**src/rtl/serial_cmp_izq_der.sv**
```systemverilog
// -----------------------------------------------------------------------------
// serial_cmp_izq_der
//   Sequential magnitude comparator for two (N+1)-bit words. It scans one bit
//   per clock, starting at the MSB and moving towards the LSB (left to right).
//   A 2-bit initial comparison state lets this stage sit behind a
//   more-significant stage in a cascade.
//
// Parameters
//   N          MSB index of the compared words (word width = N+1)
//
// Ports
//   clk        system clock; all state changes on the rising edge
//   reset      asynchronous, active-high reset
//   start      comparison request; sampled only in IDLE
//   palabraA   operand A, captured on the accepted start edge
//   palabraB   operand B, captured on the accepted start edge
//   x_in       initial state: 00 equal, 10 A greater, 01 B greater, 11 as 00
//   busy       high while in SHIFT or DONE
//   done       one-cycle pulse in DONE
//   gt/eq/lt   registered one-hot result, held until the next comparison ends
//   Z          alias of gt
//
// Optional build macro
//   SERIAL_CMP_EARLY_EXIT_EN  leave SHIFT as soon as the outcome is decided.
//                             Results are the same; only latency changes.
// -----------------------------------------------------------------------------
module serial_cmp_izq_der #(
   parameter int unsigned N = 4
) (
   input  logic         clk,
   input  logic         reset,
   input  logic         start,
   input  logic [N:0]   palabraA,
   input  logic [N:0]   palabraB,
   input  logic [1:0]   x_in,
   output logic         busy,
   output logic         done,
   output logic         gt,
   output logic         eq,
   output logic         lt,
   output logic         Z
);

   // Counter width: clog2(N+1), never below one bit.
   localparam int unsigned CW = ((N + 1) > 1) ? $clog2(N + 1) : 1;

   typedef enum logic [1:0] {
      IDLE  = 2'd0,
      SHIFT = 2'd1,
      DONE  = 2'd2
   } state_t;

   // Running comparison state encodings.
   localparam logic [1:0] X_EQ = 2'b00;
   localparam logic [1:0] X_GT = 2'b10;
   localparam logic [1:0] X_LT = 2'b01;

   state_t        state;
   logic [N:0]    reg_a;
   logic [N:0]    reg_b;
   logic [1:0]    x;
   logic [CW-1:0] cnt;

   logic [1:0]    x_next;
   logic          scan_exit;

   // Next comparison state from the current MSBs. Once decided, x is frozen,
   // so the first differing bit (scanning from the left) wins.
   always_comb begin
      x_next = x;
      if (x == X_EQ) begin
         if (reg_a[N] && !reg_b[N]) begin
            x_next = X_GT;
         end else if (!reg_a[N] && reg_b[N]) begin
            x_next = X_LT;
         end
      end
   end

   // cnt == 0 means this edge handles bit 0, the last one.
   always_comb begin
`ifdef SERIAL_CMP_EARLY_EXIT_EN
      scan_exit = (cnt == '0) || (x_next != X_EQ);
`else
      scan_exit = (cnt == '0);
`endif
   end

   always_ff @(posedge clk or posedge reset) begin
      if (reset) begin
         state <= IDLE;
         reg_a <= '0;
         reg_b <= '0;
         x     <= X_EQ;
         cnt   <= '0;
         busy  <= 1'b0;
         done  <= 1'b0;
         gt    <= 1'b0;
         eq    <= 1'b1;
         lt    <= 1'b0;
      end else begin
         case (state)
            IDLE: begin
               done <= 1'b0;
               if (start) begin
                  reg_a <= palabraA;
                  reg_b <= palabraB;
                  // 11 from the cascade is meaningless and means "equal".
                  x     <= (x_in == 2'b11) ? X_EQ : x_in;
                  cnt   <= CW'(N);
                  busy  <= 1'b1;
                  state <= SHIFT;
               end
            end

            SHIFT: begin
               x     <= x_next;
               reg_a <= reg_a << 1;
               reg_b <= reg_b << 1;
               cnt   <= cnt - 1'b1;
               if (scan_exit) begin
                  gt    <= (x_next == X_GT);
                  lt    <= (x_next == X_LT);
                  eq    <= (x_next == X_EQ);
                  done  <= 1'b1;
                  state <= DONE;
               end
            end

            DONE: begin
               done  <= 1'b0;
               busy  <= 1'b0;
               state <= IDLE;
            end

            default: begin
               done  <= 1'b0;
               busy  <= 1'b0;
               state <= IDLE;
            end
         endcase
      end
   end

   assign Z = gt;

endmodule

```
**config.mk**
```make
export PLATFORM = sky130hd
export DESIGN_NAME = serial_cmp_izq_der
export DESIGN_NICKNAME = d
export VERILOG_FILES = /design/src/rtl/serial_cmp_izq_der.sv
export SDC_FILE = /design/constraint.sdc
export NUM_CORES = 1
export LEC_CHECK = 0
export BUFFER_PORTS_ARGS = -buffer_cell sky130_fd_sc_hd__buf_4
export CORE_MARGIN = 2
export CORE_UTILIZATION = 57
export CTS_BUF_LIST = sky130_fd_sc_hd__clkbuf_8 sky130_fd_sc_hd__clkbuf_16
export CTS_CLUSTER_DIAMETER = 50
export DETAILED_ROUTE_END_ITERATION = 10
export PLACE_DENSITY = 0.91
export SYNTH_ARGS = -nofsm -noshare
export SYNTH_HDL_FRONTEND = slang
export SYNTH_SLANG_ARGS = --single-unit
```
**constraint.sdc**
```tcl
create_clock -name clk -period 3.5 [get_ports clk]
set_input_delay 0.35 -clock clk [delete_from_list [all_inputs] [get_ports clk]]
set_output_delay 0.35 -clock clk [all_outputs]
set_load 0.01 [all_outputs]
```
After elaboration in Yosys (flattened, before gate mapping)
Index checks and enable logic that the tools add are counted.
Widths: inputs -> output; s select.
{"block": "totals", "register_bits": 22, "elab_cells": 50, "out_inout_bits": 6, "inputBits": 15}
{"block": "classes", "n_reduce_logical": 13, "n_mux": 19, "eq_ne": 6, "add_sub_neg": 1, "bitwise": 1}
{"cell": "$pmux 5 s2", "n": 2}
{"cell": "$mux 2", "n": 7}
{"cell": "$mux 5", "n": 2}
{"cell": "$pmux 2 s2", "n": 2}
{"cell": "$reduce_and 2->1", "n": 4}
{"cell": "$logic_not 2->1", "n": 3}
{"cell": "$pmux 3 s2", "n": 1}
{"cell": "$eq 2x1->1 const B", "n": 2}
{"cell": "$eq 2x2->1 const B", "n": 2}
{"cell": "$ne 2x2->1 const B", "n": 2}
{"cell": "$logic_not 3->1", "n": 1}
{"cell": "$mux 1", "n": 3}
{"cell": "$mux 3", "n": 1}
{"cell": "$sub 3x1->3 const B", "n": 1}
{"cell": "$logic_and 1x1->1", "n": 2}
{"cell": "$logic_not 1->1", "n": 2}
{"cell": "$pmux 1 s2", "n": 1}
{"cell": "$reduce_bool 2->1", "n": 1}
{"cell": "$not 1->1", "n": 1}

Longest topological paths before layout
{"block": "depth", "ltp_word": 6, "mapped_depth": 6, "depth_no_buf": 5}

Worst setup path before layout
OpenSTA, ideal clock, no wires.
{"block": "synth_path", "path_type": "reg2reg", "from": "reg cnt[0]", "to": "reg eq", "slack_ns": 2.296, "path_stages_with_launch": 6, "n_path_buf": 1, "required_time_ns": 3.395, "t_arrival_ns": 1.099, "setup_ns": 0.105, "period_less_slack_ns": 1.204, "cell_sequence": "dfrtp_1 -> inv_1 -> ha_1 -> nand4bb_1 -> buf_2 -> o41ai_1"}
{"block": "synth_between", "elab_chain_len": 2}
{"element": "start: declaration", "line": "62", "text": "logic [CW-1:0] cnt;"}
{"element": "start signal: assignment", "line": "110", "text": "cnt <= CW'(N);"}
{"element": "start signal: assignment", "line": "120", "text": "cnt <= cnt - 1'b1;"}
{"element": "$logic_not 3->1", "line": "85", "text": "scan_exit = (cnt == '0);"}
{"element": "$reduce_and 2->1 (no source line)"}
{"element": "end signal: assignment", "line": "124", "text": "eq <= (x_next == X_EQ);"}
{"element": "end: declaration", "line": "39", "text": "output logic eq,"}
Every way passes these cells.
A chain may end at the register's enable or synchronous reset.

Worst setup path after layout
{"block": "layout_path", "from": "reg state[0]", "to": "reg cnt[2]"}
{"block": "layout_between", "elab_chain_len": 3, "word_cells_on_any_way": 6, "cone_classes": "eq/ne (2); mux (1); reduce/logical (3)"}
{"element": "start: declaration", "line": "58", "text": "state_t state;"}
{"element": "start signal: assignment", "line": "91", "text": "state <= IDLE;"}
{"element": "start signal: assignment", "line": "112", "text": "state <= SHIFT;"}
{"element": "start signal: assignment", "line": "126", "text": "state <= DONE;"}
{"element": "$eq 2x1->1 or $logic_not 2->1 (tied branches)", "line": "102", "text": "case (state)"}
{"element": "$reduce_bool 2->1 (no source line) or $ne 2x2->1 (tied branches)"}
{"element": "$reduce_and 2->1 (no source line)"}
Several ways; a longest one is shown, not always the timed one.

==> results.yml <==
clock_tree:
  root_buffer: "clkbuf_8"
  tritoncts: "built"
  insertion_delay_ns: 0.26
  post_cts_buffers: 0
  hold_buffers: 0
  clockBufferDepth: 2
  htree_num_levels: 1
  cts_buffers: 3
  clock_sinks: 22
  cts.repair.resized: 0
  cts.clk_slew.worst_paths_ns: 0.08
layout:
  area_delta_synth_final_pct: 17.4
  fillers: 137
  drive_above_1_share: 0.183
  antenna_cells: 0
  final_cells: 156
  multiInputGateArea_um2: 463
  utilization: 0.724
  fin_nets: 149
  seq_area_um2: 552
place:
  post-dp-hpwl_mm: 1.43
  place_congestion: 0.810
  port_buffers: 20
  numPlacedInstances: 152
yosys:
  synth_compound_area_frac: 0.197
  synthCells: 114
  yosys.area_share.adder: 0.0233
  synth_area_leaders: "dfrtp_1 (49%), a21oi_1 (7.0%), nand2_1 (5.2%), o21ai_0 (4.7%), and3b_1 (4.1%)"
  synth_nets: 131
  synth_top_area_frac: 0.488
  syn_avg_cell_area_um2: 9.44
  muxShareOfSynthArea: 0
  yosys.area_share.simple: 0.202
  synth_cell_types: 25
  ys_ff_latch: 22
  ys.flop_type: "dfrtp_1"
  ys_seq_area_frac: 0.513
  yosys-top-cells-count: "dfrtp_1 (21), a21oi_1 (15), nand2_1 (15)"
  yosys.area.top_type: "dfrtp_1"
  async_reset_ff_frac: 1.00
  yosysWarnings: 0
  synth_most_common_cell: "dfrtp_1"
  syn-cell-area_um2: 1080
  synth_top_family_by_area: "simple AND/OR/NAND/NOR gates"
  synth_xor_area_frac: 0.00814
  synth_edf_count: 0
sta:
  finalSetupViolations: 0
  slew_headroom: 0.467
  slew_violations: 0
  final.period_utilization: 0.516
  holdWs_ns: 0.234
  timing.fmax_mhz: 554
  rsz0062_at_grt: "false"
  final.setup_skew_ns: 0.00715
  worstMarginPinSlew_ns: 0.797
  tns_ns: 0
  hold_viol: 0
  finalCriticalPeriod_ns: 1.80
routing:
  drt_iter0_drc: 32
  ant_nets: 0
  drc: 0
  vias: 864
  avgRoutedWirePerCell_um: 13.1
  routed_via_density: 5.54
  firstDrtPassIters: 4
  routed_wl_mm: 2.05
critical_path:
  critPathKind: "flop to flop"
  worstPathRequired_ns: 3.61
  r2r_slack_ns: 1.70
  cp.arrival_ns: 1.91
  worstReg2RegEnd: "cnt[2]$_DFFE_PP0P_"
  worstSetupStartpointType: "flop"
  end_kind: "flop"
  r2r-start: "state[0]$_DFFE_PP0P_"
  path_max_fanout: 25
  rr_worst_depth: 3
pwr:
  powerDensity_nw_per_um2: 758
  power.leakage_nw: 0.604
  irDropWorstVdd_mv: 0.406
global_routing:
  first_global_vias: 756
  grtUsageTotal: 0.203
  grt_max_degree: 26
  overflow: 0
  grt_pass1_wl_mm: 3.18
  antenna_found_initial: 0
floorplanning:
  io_pins: 21
  die_h_um: 47.5
  core_area_um2: 1750
  dieWidth_um: 47.5
  start_util: 0.616
  dieArea_um2: 2250
  rows: 15
min_path:
  hold_path.class: "input port to async pin"
run:
  cap_violations: 0
status:
  status: "completed"
[critical path, cell delays in order, from the launching register on]
cell and delay, ns:
dfrtp_1 0.64, o21bai_1 0.76, nor2b_1 0.21, a21oi_1 0.05
[worst max path at each step]
stage / start / endpoint / slack (ns) / depth (start not counted)
4_1_cts: state[0]$_DFFE_PP0P_ / cnt[2]$_DFFE_PP0P_ / 1.73 / 3
5_1_grt: state[0]$_DFFE_PP0P_ / cnt[2]$_DFFE_PP0P_ / 1.54 / 3
3_5_place_dp: state[0]$_DFFE_PP0P_ / cnt[2]$_DFFE_PP0P_ / 1.76 / 3
2_1_floorplan: cnt[0]$_DFFE_PP0P_ / eq$_DFFE_PP1P_ / 2.30 / 5
3_3_place_gp: state[0]$_DFFE_PP0P_ / cnt[2]$_DFFE_PP0P_ / 1.82 / 3
6_report: state[0]$_DFFE_PP0P_ / cnt[2]$_DFFE_PP0P_ / 1.70 / 3
[through the flow]
stage	total power [W]	worst slack, ns	cell area [µm²]
global placement	0.000778	1.82	1220
CTS	0.000960	1.73	1260
floorplan	0.000702	2.30	1080
finish	0.000958	1.70	1260
detailed placement	0.000803	1.76	1220
global route	0.00103	1.54	1260
[logic make-up (layout without fill, tap and decap cells)]
| family | Yosys count | count (layout) |
|---|---|---|
| fa+ha+maj | 2 | 2 |
| buf+inv | 13 | 30 |
| flops | 22 | 22 |
| compound gates | 37 | 37 |
| simple gates | 39 | 39 |
| xor+xnor | 1 | 1 |
[area by class of cell]
class,count,area share
Sequential cell,22,0.437
Multi-Input combinational cell,79,0.366
Timing Repair Buffer,20,0.119
Clock buffer,3,0.0327
Tap cell,25,0.0248
Inverter,6,0.0178
Clock inverter,1,0.00297
[power breakdown]
group | internal [W] | total [W] | switching, W
Clock | 0.0000781 | 0.000156 | 0.0000783
Combinational | 0.000165 | 0.000323 | 0.000158
Sequential | 0.000357 | 0.000478 | 0.000121
[cells in the final DEF (no fill, tap or decap), types with 2 or more instances in the layout]
cell | Yosys | routed
nand2b_1 | 3 | 3
buf_4 | 2 | 20
and2b_1 | 2 | 2
clkbuf_8 | 0 | 3
o21ai_0 | 10 | 10
inv_1 | 6 | 7
nand2_1 | 15 | 15
a22oi_1 | 3 | 3
nor2b_1 | 4 | 4
dfrtp_1 | 21 | 21
o21ai_1 | 3 | 3
a21oi_1 | 15 | 15
or3b_1 | 2 | 2
ha_1 | 2 | 2
nor2_1 | 6 | 6
and3b_1 | 5 | 5
o22a_1 | 2 | 2
o31ai_1 | 2 | 2
[metal layers]
layer	part of all wire	wire length, µm	GRT usage	up-vias
li1	-	-	-	427
met1	0.46	951	0.275	399
met2	0.49	998	0.327	34
met3	0.043	88	0.0340	4
met4	0.0039	8	0.0778	0
met5	0	0	0	-
[state kept, by name, summed over array words and instances (netlist names)]
signal / count
eq: 1
reg_a: 5
busy: 1
x: 2
state: 2
done: 1
cnt: 3
Z: 1
reg_b: 5
lt: 1
Power figures use the tool's default switching activity.
